## src/rtl/mshr_refill_ctrl.sv

```systemverilog
// Miss-handling sequencer: merges or allocates misses, issues refills round-robin, and returns lines to the cache.
// Optional performance counters are enabled by defining MSHR_CTRL_PERF_EN.
module mshr_refill_ctrl #(
  parameter int N_ENTRIES  = 2,
  parameter int KEY_WIDTH  = 32,
  parameter int DATA_WIDTH = 64,
  parameter int IDX_WIDTH  = (N_ENTRIES <= 1) ? 1 : $clog2(N_ENTRIES)
) (
  input  logic                           clk_i,
  input  logic                           rst_i,
  input  logic                           flush_i,
  input  logic                           miss_valid_i,
  output logic                           miss_ready_o,
  input  logic [KEY_WIDTH-1:0]           miss_key_i,
  input  logic [DATA_WIDTH-1:0]          miss_tag_i,
  output logic                           miss_merged_o,
  output logic [IDX_WIDTH-1:0]           miss_idx_o,
  output logic                           mshr_alloc_valid_o,
  input  logic                           mshr_alloc_ready_i,
  input  logic [IDX_WIDTH-1:0]           mshr_alloc_idx_i,
  output logic [KEY_WIDTH-1:0]           mshr_alloc_key_o,
  output logic [DATA_WIDTH-1:0]          mshr_alloc_data_o,
  output logic                           mshr_dealloc_valid_o,
  output logic [IDX_WIDTH-1:0]           mshr_dealloc_idx_o,
  output logic                           mshr_flush_o,
  input  logic [N_ENTRIES-1:0]           mshr_entry_valid_i,
  input  logic [N_ENTRIES*KEY_WIDTH-1:0] mshr_entry_key_i,
  output logic                           mem_req_valid_o,
  input  logic                           mem_req_ready_i,
  output logic [KEY_WIDTH-1:0]           mem_req_addr_o,
  output logic [IDX_WIDTH-1:0]           mem_req_id_o,
  input  logic                           mem_rsp_valid_i,
  input  logic [IDX_WIDTH-1:0]           mem_rsp_id_i,
  output logic                           mem_rsp_ready_o,
  output logic                           refill_valid_o,
  input  logic                           refill_ready_i,
  output logic [IDX_WIDTH-1:0]           refill_idx_o,
  output logic [KEY_WIDTH-1:0]           refill_key_o
`ifdef MSHR_CTRL_PERF_EN
  ,
  output logic [31:0]                    perf_alloc_o,
  output logic [31:0]                    perf_merge_o,
  output logic [31:0]                    perf_stall_o
`endif
);

  typedef enum logic [1:0] {ST_IDLE, ST_PEND, ST_ISSUED, ST_DONE} ent_st_e;

  ent_st_e              state_q [N_ENTRIES];
  ent_st_e              state_d [N_ENTRIES];
  logic [IDX_WIDTH-1:0] rr_q, rr_d;
  logic                 lock_q, lock_d;
  logic [IDX_WIDTH-1:0] lock_idx_q, lock_idx_d;

  logic                 match_hit;
  logic [IDX_WIDTH-1:0] match_idx;
  ent_st_e              match_st;
  logic                 merge;
  logic                 alloc_fire;
  logic                 pend_any;
  logic [IDX_WIDTH-1:0] gnt_idx;
  logic [KEY_WIDTH-1:0] gnt_key;
  logic                 mem_fire;
  logic                 done_any;
  logic [IDX_WIDTH-1:0] done_idx;
  logic [KEY_WIDTH-1:0] done_key;
  logic                 refill_fire;

  // Lookup of the miss against live entries (lowest index wins)
  always_comb begin
    match_hit = 1'b0;
    match_idx = '0;
    match_st  = ST_IDLE;
    for (int i = 0; i < N_ENTRIES; i++) begin
      if (!match_hit && mshr_entry_valid_i[i] && state_q[i] != ST_IDLE &&
          mshr_entry_key_i[i*KEY_WIDTH +: KEY_WIDTH] == miss_key_i) begin
        match_hit = 1'b1;
        match_idx = IDX_WIDTH'(i);
        match_st  = state_q[i];
      end
    end
  end

  // Round-robin pick among PEND entries; a stalled request keeps its grant
  always_comb begin
    pend_any = 1'b0;
    gnt_idx  = '0;
    for (int k = 0; k < N_ENTRIES; k++) begin
      if (!pend_any && state_q[(int'(rr_q) + k) % N_ENTRIES] == ST_PEND) begin
        pend_any = 1'b1;
        gnt_idx  = IDX_WIDTH'((int'(rr_q) + k) % N_ENTRIES);
      end
    end
    if (lock_q) begin
      gnt_idx = lock_idx_q;
    end
    done_any = 1'b0;
    done_idx = '0;
    for (int i = 0; i < N_ENTRIES; i++) begin
      if (!done_any && state_q[i] == ST_DONE) begin
        done_any = 1'b1;
        done_idx = IDX_WIDTH'(i);
      end
    end
    gnt_key  = '0;
    done_key = '0;
    for (int i = 0; i < N_ENTRIES; i++) begin
      if (IDX_WIDTH'(i) == gnt_idx)  gnt_key  = mshr_entry_key_i[i*KEY_WIDTH +: KEY_WIDTH];
      if (IDX_WIDTH'(i) == done_idx) done_key = mshr_entry_key_i[i*KEY_WIDTH +: KEY_WIDTH];
    end
  end

  always_comb begin
    merge = miss_valid_i && !flush_i && match_hit &&
            (match_st == ST_PEND || match_st == ST_ISSUED);
    mshr_alloc_valid_o = miss_valid_i && !flush_i && !match_hit;
    alloc_fire         = mshr_alloc_valid_o && mshr_alloc_ready_i;
    miss_ready_o       = merge || alloc_fire;
    miss_merged_o      = merge;
    miss_idx_o         = merge ? match_idx : (mshr_alloc_valid_o ? mshr_alloc_idx_i : '0);
    mshr_alloc_key_o   = miss_key_i;
    mshr_alloc_data_o  = miss_tag_i;
    mshr_flush_o       = flush_i;

    mem_req_valid_o = pend_any && !flush_i;
    mem_req_addr_o  = mem_req_valid_o ? gnt_key : '0;
    mem_req_id_o    = mem_req_valid_o ? gnt_idx : '0;
    mem_fire        = mem_req_valid_o && mem_req_ready_i;
    mem_rsp_ready_o = 1'b1;

    refill_valid_o       = done_any && !flush_i;
    refill_idx_o         = refill_valid_o ? done_idx : '0;
    refill_key_o         = refill_valid_o ? done_key : '0;
    refill_fire          = refill_valid_o && refill_ready_i;
    mshr_dealloc_valid_o = refill_fire;
    mshr_dealloc_idx_o   = refill_fire ? done_idx : '0;
  end

  // Entry lifecycle; later assignments take priority (alloc beats dealloc, flush beats all)
  always_comb begin
    for (int i = 0; i < N_ENTRIES; i++) begin
      state_d[i] = state_q[i];
      if (mem_rsp_valid_i && mem_rsp_id_i == IDX_WIDTH'(i) && state_q[i] == ST_ISSUED)
        state_d[i] = ST_DONE;
      if (mem_fire && gnt_idx == IDX_WIDTH'(i))
        state_d[i] = ST_ISSUED;
      if (refill_fire && done_idx == IDX_WIDTH'(i))
        state_d[i] = ST_IDLE;
      if (alloc_fire && mshr_alloc_idx_i == IDX_WIDTH'(i))
        state_d[i] = ST_PEND;
      if (flush_i)
        state_d[i] = ST_IDLE;
    end
    rr_d = rr_q;
    if (mem_fire)
      rr_d = (gnt_idx == IDX_WIDTH'(N_ENTRIES - 1)) ? '0 : gnt_idx + 1'b1;
    lock_d     = mem_req_valid_o && !mem_req_ready_i;
    lock_idx_d = gnt_idx;
  end

  always_ff @(posedge clk_i) begin
    if (rst_i) begin
      for (int i = 0; i < N_ENTRIES; i++) state_q[i] <= ST_IDLE;
      rr_q       <= '0;
      lock_q     <= 1'b0;
      lock_idx_q <= '0;
    end else begin
      state_q    <= state_d;
      rr_q       <= rr_d;
      lock_q     <= lock_d;
      lock_idx_q <= lock_idx_d;
    end
  end

`ifdef MSHR_CTRL_PERF_EN
  logic [31:0] perf_alloc_q, perf_alloc_d;
  logic [31:0] perf_merge_q, perf_merge_d;
  logic [31:0] perf_stall_q, perf_stall_d;

  always_comb begin
    perf_alloc_d = perf_alloc_q + (alloc_fire ? 32'd1 : 32'd0);
    perf_merge_d = perf_merge_q + (merge ? 32'd1 : 32'd0);
    perf_stall_d = perf_stall_q + ((miss_valid_i && !miss_ready_o) ? 32'd1 : 32'd0);
  end

  always_ff @(posedge clk_i) begin
    if (rst_i) begin
      perf_alloc_q <= '0;
      perf_merge_q <= '0;
      perf_stall_q <= '0;
    end else begin
      perf_alloc_q <= perf_alloc_d;
      perf_merge_q <= perf_merge_d;
      perf_stall_q <= perf_stall_d;
    end
  end

  assign perf_alloc_o = perf_alloc_q;
  assign perf_merge_o = perf_merge_q;
  assign perf_stall_o = perf_stall_q;
`endif

endmodule

```

## config.mk

```make
export PLATFORM = sky130hd
export DESIGN_NAME = mshr_refill_ctrl
export DESIGN_NICKNAME = d
export VERILOG_FILES = /design/src/rtl/mshr_refill_ctrl.sv
export SDC_FILE = /design/constraint.sdc
export NUM_CORES = 1
export LEC_CHECK = 0
export ABC_AREA = 1
export CAP_MARGIN = 20
export CELL_PAD_IN_SITES_DETAIL_PLACEMENT = 0
export CELL_PAD_IN_SITES_GLOBAL_PLACEMENT = 1
export CORE_AREA = 3 3 154 126
export CTS_CLUSTER_SIZE = 28
export DETAILED_ROUTE_END_ITERATION = 10
export DIE_AREA = 0 0 157 129
export GPL_TIMING_DRIVEN = 0
export PLACE_DENSITY = 0.95
export REMOVE_ABC_BUFFERS = 1
export SYNTH_ARGS = -nofsm -noshare
export SYNTH_HDL_FRONTEND = slang
export SYNTH_SLANG_ARGS = --single-unit
export TNS_END_PERCENT = 1
```

## constraint.sdc

```tcl
create_clock -name clk_i -period 3.9 [get_ports clk_i]
set_clock_uncertainty 0.15 [all_clocks]
set_input_delay 0.78 -clock clk_i [delete_from_list [all_inputs] [get_ports clk_i]]
set_output_delay 0.78 -clock clk_i [all_outputs]
set_load 0.05 [all_outputs]
```

**Word level (Yosys, flattened, before mapping)**

Cells that the tools add are included.

- Bits in registers: 7
- Bits in latches: 0
- Memory bits (writable): 0
- ROM bits: 0
- Bits of input ports: 172
- Output and inout bits: 172
- Logic and storage cells: 109
- Memories kept: 0

- Add/subtract/negate cells: 2
- Multipliers: 0
- Div/mod/pow operators: 0
- Order comparisons: 2
- Equal/unequal tests: 10
- Shifts and indexed selects: 0
- Mux-type cells: 37
- Bitwise gates (word level): 7
- Reduce and logical (&&, ||, !) cells: 44

Operator list:

| kind | count |
|---|---|
| $mux W32 | 4 |
| $eq A32 B32 Y1 | 2 |
| $ge A32 B2 Y1 const B | 2 |
| $not A1 Y32 | 1 |
| $not A32 Y32 | 1 |
| $logic_and A1 B1 Y1 | 27 |
| $mux W2 | 12 |
| $mux W1 | 21 |
| $eq A2 B2 Y1 const B | 5 |
| $reduce_bool A2 Y1 | 4 |
| $reduce_bool A4 Y1 | 2 |
| $reduce_or A4 Y1 | 2 |
| $eq A2 B1 Y1 const B | 3 |
| $logic_not A1 Y1 | 6 |
| $not A1 Y1 | 4 |
| $add A1 B1 Y1 const B | 2 |
| $logic_or A1 B1 Y1 | 2 |
| $reduce_or A2 Y1 | 1 |
| $and A1 B1 Y1 const A | 1 |

**Logic depth before layout (Yosys ltp)**

Gate-level depths: netlist of the first run.

- Depth in word-level cells: 15
- Gate-level depth with buffers: 13
- Gate-level depth less buffers: 13

**Least setup slack after synthesis of the first run**

Ideal clock, no wire load.

- Path type: in2out
- Start: in flush_i
- End: out mem_req_addr_o[25]
- Arrival time: 2.306 ns
- Data required time: 2.970 ns
- Path slack: 0.664 ns
- Stages: 6
- Buffers on the path: 1
- Path through: inv_1 -> nand2_1 -> inv_1 -> buf_2 -> o21ai_0 -> a21oi_1

- Cells in the longest elaborated chain, start to end: 3

RTL lines:

| element | line | text |
|---|---|---|
| from (decl) | 11 | `input logic flush_i,` |
| $logic_not A1 Y1 | 125 | `mem_req_valid_o = pend_any && !flush_i;` |
| $logic_and A1 B1 Y1 | 125 |  |
| named net mem_req_valid_o | 28 | `output logic mem_req_valid_o,` |
| $mux W32 | 126 | `mem_req_addr_o = mem_req_valid_o ? gnt_key : '0;` |
| to (decl) | 30 | `output logic [KEY_WIDTH-1:0] mem_req_addr_o,` |

The timed path passes the listed nets, and every way through them passes these cells.

**Worst setup path in the final report of the first run**

- Start: in flush_i
- End: out refill_key_o[9]

- Cells in the longest elaborated chain, start to end: 3

RTL lines:

| element | line | text |
|---|---|---|
| $logic_not A1 Y1 | 131 | `refill_valid_o = done_any && !flush_i;` |
| $logic_and A1 B1 Y1 | 131 |  |
| $mux W32 | 133 | `refill_key_o = refill_valid_o ? done_key : '0;` |
| to (decl) | 38 | `output logic [KEY_WIDTH-1:0] refill_key_o` |

No other way between the ends.

==> results.yml, run 1 <==
clock_tree:
  clock_latency_ns: 0.23
  cts_root_buf: "clkbuf_16"
  h-tree-depth: 1
  clk_pin_slew_ns: 0.04
  cts_tree: "done"
  clock-sinks: 7
  cts_hold_buf: 0
  clockBufferDepth: 2
  numCtsBuffers: 3
cells_and_area:
  nNetsFinal: 936
  areaGrowthSynthToFinish_pct: 52.3
  postLayoutCellArea_um2: 5210
  seq_area_um2: 140
  drive_above_1_share_pct: 4.46
  antenna_cells: 0
  multi_input_area_um2: 2170
  n_fill_cell: 2042
  final_util_pct: 28.9
route:
  wirelength_um: 22100
  antenna_left: 0
  via_per_inst: 4.66
  firstDrtPassIters: 5
  routedWlPerCell_um: 22.2
  drtIter0Drc: 347
  vias: 4629
  remaining_drc_errors: 0
place:
  gp_congestion: 0.916
  place_area_um2: 5090
  portBuffers: 214
  dp_hpwl_um: 18600
pwr:
  p_sw_share_pct: 44.5
  p_int_uw: 402
  p_clk_share_pct: 24.6
  combPwrFrac_pct: 65.3
  p_leak_nw: 2.69
  power_density_nw_per_um2: 139
  peakVddDrop_mv: 0.114
  switching_power_uw: 322
  seqPwrFrac_pct: 10.1
  power.total_uw: 724
timing:
  fin_crit_sh_pct: 101
  layout_min_cycle_time_ns: 3.93
  final-max-slew-violation-count: 0
  max_slew_margin_pct: 55.9
  final-setup-viol-count: 2
  timing_hold_violations_final: 0
  fin_ws_ns: -0.0309
  rsz0062_at_grt: "yes"
  tightest_slew_ns: 0.660
  hold_ws_ns: 0.315
  fmax_mhz: 254
die:
  start_util_pct: 19.0
  placementRows: 44
  io_pins: 344
  coreArea_um2: 18000
  die_w_um: 157
  dieArea_um2: 20300
  fp.dieH_um: 129
synthesis:
  syn_avg_cell_area_um2: 5.23
  ys_ff_latch: 7
  synth_cell_types: 32
  yosysSeqAreaShare_pct: 4.10
  syn_area_um2: 3420
  yosys_warnings: 0
  syn_inst: 654
worst_setup_path:
  crit_buf_inv: 4
  end_kind: "output port"
  critPathLaunchType: "input pin"
  crit_fanout: 33
  path_delay_family: "buffers and inverters"
  cp.required_ns: 2.97
  timing_worst_setup_path_type: "in2out"
  worstPathCellList: "clkdlybuf4s50_1 > inv_1 > nand2_1 > clkinvlp_4 > o21ai_0 > a21oi_1 > dlygate4sd2_1"
  crit_arrival_ns: 3.00
  max_stage_delay_ns: 0.61
  slowest_stage: "dlygate4sd2_1"
run_status:
  violations: "setup timing"
  status: "finished with violations"
hold_path:
  min_path_type: "reg2reg"
global_routing:
  grt_antenna_before_repair: 1
  grt_pass1_vias: 4487
  overflow: 0
  grt_start_max_net_pins: 34
  track_usage_pct: 20.6
  grt_first_pass_wirelength_um: 30300
job:
  max_cap_violations: 0
-- power by group through the flow --
stage / sequential [mW] / clock (mW) / combinational (mW)
detailed placement: 0.0740 / 0 / 0.466
finish: 0.0730 / 0.178 / 0.473
global route: 0.0730 / 0.183 / 0.508
floorplan: 0.0740 / 0 / 0.149
global placement: 0.0740 / 0 / 0.462
CTS: 0.0730 / 0.179 / 0.466
-- layout make-up --
type,count,share of cell area [%]
clock buffers,4,1.51
inverters,88,6.56
multi-input cells,443,41.7
flip-flops and latches,7,2.69
repair buffers,221,42.0
well taps,230,5.52
-- metrics by stage --
step	setup slack (ns)	instances	TNS (ns)
floorplan	0.309	538	0
global placement	-1.18	982	-52.71
detailed placement	-0.855	984	-33.25
CTS	0.0292	989	0
global route	-0.125	993	-1.21
finish	-0.0309	993	-0.0439
-- kinds of logic after synthesis --
logic type / Yosys count / share of synthesized area [%]
AOI/OAI and AO/OA: 140 / 20.9
DFF: 7 / 4.10
xor gates and xnor gates: 27 / 6.92
buffers and inverters: 204 / 33.6
other: 1 / 0.110
and+or+nand+nor: 275 / 34.4
-- timing repair --
item                       4_1_cts  5_1_grt
setup buffers                    1        4
resized for setup               69       25
setup endpoints to repair       72       43
pin swaps                        1        0
-- synth_stat cells --
cell type,count,area (um^2)
a21oi_1,62,310
a31oi_1,2,12.5
and2_1,2,12.5
buf_2,11,55.1
buf_4,98,736
clkbuf_1,7,26.3
conb_1,1,3.75
dfxtp_1,7,140
inv_1,86,323
inv_2,2,7.51
nand2_1,145,544
nand2_2,1,6.26
nand3_1,24,120
nand3_2,2,20.0
nand3b_1,1,7.51
nand4_1,18,113
nor2_1,64,240
nor2_2,1,6.26
nor2_4,1,11.3
nor2b_1,1,6.26
nor3_1,6,30.0
nor3b_1,3,22.5
o2111ai_1,1,8.76
o21a_1,1,7.51
o21ai_0,71,355
o21ai_1,1,5.00
o21ai_2,1,8.76
o22ai_1,1,6.26
or2_1,4,25.0
or2_2,2,12.5
xnor2_1,25,219
xor2_1,2,17.5
-- per-layer routing --
metal	share of wire [%]	up-vias	GRT usage (%)
met1	45	2055	27.7
met4	1.3	6	3.14
met2	38	340	27.5
li1	-	2204	-
met3	15	24	12.8
met5	0.82	-	6.43
-- registers in the layout, indices dropped and copies added, names as in the netlist --
name,count
lock_q,1
lock_idx_q,1
rr_q,1
state_q,4
-- final timing paths --
kind,to,slack (ns),startpoint,cells past startpoint
worst min-delay path,rr_q$_SDFFE_PP0P_,0.32,rr_q$_SDFFE_PP0P_,2
worst max register to register,state_q[1]$_SDFFE_PP0P_,1.60,state_q[2]$_SDFFE_PP0P_,9
worst max-delay path,refill_key_o[9],-0.03,flush_i,7
worst min register to register,rr_q$_SDFFE_PP0P_,0.32,rr_q$_SDFFE_PP0P_,2
-- tightest hold or removal path, stage by stage, from the launching register on --
cell and delay [ns]:
dfxtp_1 0.30, nand2_1 0.06, a21oi_1 0.05
-- layout by cell type, fill, tap and decap left out, drive strengths merged, types with 6 or more instances in the layout --
master and instances:
clkbuf 6, dfxtp 7, nand3 26, inv 85, dlygate4sd2 53, clkdlybuf4s50 144, nor3 6, nand4 18
a21oi 62, or2 6, buf 9, xnor2 25, nor2 66, o21ai 73, nand2 146, dlymetal6s2s 11
(Power assumes the default switching activity.)
==> inputs of run 2 (changes only) <==
CORE_AREA = 3 3 139 141   (was 3 3 154 126)
DIE_AREA = 0 0 142 144   (was 0 0 157 129)
==> results.yml, run 2 (synthesis results as in run 1) <==
run_status:
  status: "completed"
route:
  vias: 4550
  routedWlPerCell_um: 22.5
  via_per_inst: 4.61
  wirelength_um: 22200
  drtIter0Drc: 271
  firstDrtPassIters: 4
  remaining_drc_errors: 0
  antenna_left: 0
pwr:
  p_int_uw: 399
  switching_power_uw: 317
  seqPwrFrac_pct: 10.2
  p_clk_share_pct: 24.5
  power_density_nw_per_um2: 140
  p_sw_share_pct: 44.3
  p_leak_nw: 2.58
  combPwrFrac_pct: 65.3
  power.total_uw: 716
  peakVddDrop_mv: 0.131
global_routing:
  grt_pass1_vias: 4502
  overflow: 0
  track_usage_pct: 20.5
  grt_first_pass_wirelength_um: 30800
  grt_start_max_net_pins: 35
  grt_antenna_before_repair: 0
place:
  gp_congestion: 0.907
  place_area_um2: 5090
  portBuffers: 214
  dp_hpwl_um: 18900
  pre_cts_slack_ns: -0.889
  dp_cells: 983
clock_tree:
  cts_tree: "done"
  clock_latency_ns: 0.23
  clk_pin_slew_ns: 0.04
  numCtsBuffers: 3
  h-tree-depth: 1
  cts_root_buf: "clkbuf_16"
  clock-sinks: 7
  cts_hold_buf: 0
  clockBufferDepth: 2
cells_and_area:
  antenna_cells: 0
  final_cell_mix: "145 x clkdlybuf4s50_1, 144 x nand2_1, 83 x inv_1"
  final_util_pct: 28.4
  n_fill_cell: 2050
  final_common_cell: "clkdlybuf4s50_1"
  postLayoutCellArea_um2: 5130
  areaGrowthSynthToFinish_pct: 49.9
  nNetsFinal: 932
  drive_above_1_share_pct: 3.29
  regMostFlops: "state_q"
  fin_cells: 988
  largest_register_ff_count: 4
worst_setup_path:
  worstPathCellList: "clkdlybuf4s50_1 > inv_1 > nand2_1 > clkinvlp_4 > o21ai_0 > a21oi_1 > dlygate4sd2_1"
  crit_buf_inv: 4
  crit_fanout: 33
  cp.required_ns: 2.97
  max_stage_delay_ns: 0.59
  slowest_stage: "dlygate4sd2_1"
  crit_arrival_ns: 2.89
  path_delay_family: "buffers and inverters"
  critPathLaunchType: "input pin"
  end_kind: "output port"
  timing_worst_setup_path_type: "in2out"
timing:
  final-max-slew-violation-count: 0
  rsz0062_at_grt: "yes"
  max_slew_margin_pct: 57.6
  fmax_mhz: 261
  timing_hold_violations_final: 0
  hold_ws_ns: 0.340
  fin_ws_ns: 0.0751
  layout_min_cycle_time_ns: 3.82
  fin_crit_sh_pct: 98.1
  finalSetupTns_ns: 0
  tightest_slew_ns: 0.631
  final-setup-viol-count: 0
job:
  max_cap_violations: 0
die:
  die_w_um: 142
  fp.dieH_um: 144
  placementRows: 49
  io_pins: 344
  dieArea_um2: 20400
  start_util_pct: 18.9
  coreArea_um2: 18100
hold_path:
  min_path_type: "reg2reg"
[run 2: cell types whose count changed in the layout (fill, tap and decap cells not counted), sizes merged]
| cell | previous run | this run |
|---|---|---|
| dlygate4sd2 | 53 | 61 |
| dlymetal6s2s | 11 | 5 |
| buf | 9 | 6 |
| clkbuf | 6 | 4 |
| clkdlybuf4s15 | 2 | 0 |
| clkdlybuf4s50 | 144 | 145 |
[run 2: path summary, 6_finish.rpt]
kind              slack, ns                    start  cells past startpoint                      end
hold reg to reg        0.34        rr_q$_SDFFE_PP0P_                      2        rr_q$_SDFFE_PP0P_
setup reg to reg       1.69  state_q[3]$_SDFFE_PP0P_                      9  state_q[1]$_SDFFE_PP0P_
setup / recovery       0.08                  flush_i                      7         refill_key_o[26]
hold / removal         0.34        rr_q$_SDFFE_PP0P_                      2        rr_q$_SDFFE_PP0P_
[run 2: cell type report]
class	instances	area [um^2]	share of cell area [%]
Multi-Input combinational cell	443	2150	42.0
Clock buffer	4	78.8	1.54
Inverter	88	342	6.66
Timing Repair Buffer	217	2130	41.5
Sequential cell	7	140	2.73
Tap cell	229	287	5.59
[run 2: per-layer routing]
metal	up-vias	wire length [um]	part of all wire, %	global-route usage, %
met5	-	149	0.67	7.18
met4	4	70	0.31	1.11
met3	11	3240	15	12.8
met2	309	8300	37	27.9
met1	2029	10500	47	27.9
li1	2197	-	-	-
[run 2: worst register-to-register path, delay by kind of cell (launching register included)]
| kind | cells | cell delay (ns) |
|---|---|---|
| buffers and inverters | 3 | 0.68 |
| flip-flops | 1 | 0.32 |
| AO/OA/AOI/OAI | 2 | 0.12 |
| AND/OR/NAND/NOR | 4 | 0.81 |
[run 2: power groups by stage]
stage	logic [mW]	clock network [mW]	registers [mW]
after floorplan	0.149	0	0.0740
after global placement	0.464	0	0.0740
after detailed placement	0.467	0	0.0741
after CTS	0.468	0.177	0.0730
after global routing	0.501	0.182	0.0731
final	0.468	0.175	0.0730
[run 2: what timing repair did]
item	4_1_cts	5_1_grt
pin swaps	1	0
setup buffers	1	0
resized for setup	75	13
endpoints found under the hold margin	0	0
endpoints found under the setup margin	71	45
==> inputs of run 3 (changes only) <==
CAP_MARGIN = 25   (was 20)
CTS_CLUSTER_SIZE = 24   (was 28)
==> results.yml, run 3 (synthesis results as in run 1) <==
worst_setup_path:
  timing.rr.start: "state_q[3]$_SDFFE_PP0P_"
  startpoint: "flush_i"
  cp.required_ns: 2.97
  timing_worst_setup_path_type: "in2out"
  critPathLaunchType: "input pin"
  end_kind: "output port"
  crit_arrival_ns: 2.94
  crit_fanout: 33
global_routing:
  grt_start_max_net_pins: 35
  grt_first_pass_wirelength_um: 31100
  track_usage_pct: 20.8
  overflow: 0
  grt_pass1_vias: 4498
  grt_antenna_before_repair: 0
cells_and_area:
  final_util_pct: 28.6
  postLayoutCellArea_um2: 5170
  largest_register_ff_count: 4
  nNetsFinal: 932
  antenna_cells: 0
  drive_above_1_share_pct: 3.56
  regMostFlops: "state_q"
  final_cell_mix: "145 x clkdlybuf4s50_1, 144 x nand2_1, 83 x inv_1"
  final_common_cell: "clkdlybuf4s50_1"
  areaGrowthSynthToFinish_pct: 51.1
timing:
  fin_crit_sh_pct: 99.3
  timing_hold_violations_final: 0
  final-setup-viol-count: 0
  fmax_mhz: 258
  rsz0062_at_grt: "yes"
  max_slew_margin_pct: 57.4
  layout_min_cycle_time_ns: 3.87
  final-max-slew-violation-count: 0
  tightest_slew_ns: 0.639
clock_tree:
  h-tree-depth: 1
  clockBufferDepth: 2
  numCtsBuffers: 3
  clock_latency_ns: 0.23
  clk_pin_slew_ns: 0.04
  clock-sinks: 7
  cts_root_buf: "clkbuf_16"
  post_cts_buffers: 0
  cts_hold_buf: 0
  cts_tree: "done"
hold_path:
  min_path_type: "reg2reg"
  hp-start: "rr_q$_SDFFE_PP0P_"
pwr:
  p_sw_share_pct: 44.3
  switching_power_uw: 318
  p_clk_share_pct: 24.5
  peakVddDrop_mv: 0.105
  combPwrFrac_pct: 65.3
  power.total_uw: 718
  seqPwrFrac_pct: 10.2
  power_density_nw_per_um2: 139
  p_leak_nw: 2.60
  p_int_uw: 400
route:
  vias: 4624
  remaining_drc_errors: 0
  via_per_inst: 4.68
  firstDrtPassIters: 4
  drtIter0Drc: 293
  routedWlPerCell_um: 22.7
  antenna_left: 0
  wirelength_um: 22400
place:
  portBuffers: 214
  gp_congestion: 0.907
  dp_hpwl_um: 19000
  place_area_um2: 5100
die:
  io_pins: 344
  coreArea_um2: 18100
  fp.dieH_um: 144
  placementRows: 49
  die_w_um: 142
  dieArea_um2: 20400
  start_util_pct: 18.9
run_status:
  status: "completed"
job:
  max_cap_violations: 0
run 3: cell count changes in the layout (fill, tap and decap cells not counted), sizes merged:
cell / delta
buf: -2
clkbuf: +1
clkdlybuf4s15: +1
run 3: final cells by class:
type                       instances  area, um^2
clock buffer                       4        78.8
fill                            2046       12900
inverter                          88         344
multi-input combinational        443        2170
sequential                         7         140
tap                              229         287
timing repair buffer             217        2140
run 3: repair_timing:
item | 4_1_cts | 5_1_grt
gates resized for setup | 78 | 13
setup endpoints to repair | 71 | 46
hold endpoints to repair | 0 | 0
run 3: critical path, cell delays in order:
cell	delay, ns
clkdlybuf4s50_1	0.49
inv_1	0.14
nand2_1	0.11
clkinvlp_4	0.43
o21ai_0	0.18
a21oi_1	0.18
dlygate4sd2_1	0.60
run 3: worst paths after layout:
check                                                to  slack, ns  cells past startpoint
worst max register to register  state_q[2]$_SDFFE_PP0P_       1.82                      8
worst max-delay path                   refill_key_o[15]       0.03                      7
worst min register to register        rr_q$_SDFFE_PP0P_       0.32                      2
worst min-delay path                  rr_q$_SDFFE_PP0P_       0.32                      2
run 3: stage by stage:
step	TNS, ns	hold slack, ns	cells	worst slack, ns
2_1_floorplan	0	0.288	538	0.309
3_3_place_gp	-51.04	0.308	981	-1.23
3_5_place_dp	-28.08	0.312	984	-0.589
4_1_cts	0	0.319	988	0.00809
5_1_grt	-1.76	0.348	988	-0.110
6_report	0	0.320	988	0.0256
run 3: power groups by stage:
stage	clock (mW)	combinational [mW]	sequential, mW
after floorplan	0	0.149	0.0740
after global placement	0	0.464	0.0740
after detailed placement	0	0.467	0.0741
after CTS	0.177	0.470	0.0730
after global routing	0.182	0.505	0.0731
final	0.176	0.469	0.0731
run 3: routing by layer:
metal	wire length, um	vias to the layer above	global-route usage [%]
li1	-	2201	-
met1	9880	2083	27.2
met2	8700	324	28.7
met3	3480	10	13.7
met4	74	6	1.21
met5	276	-	10.3
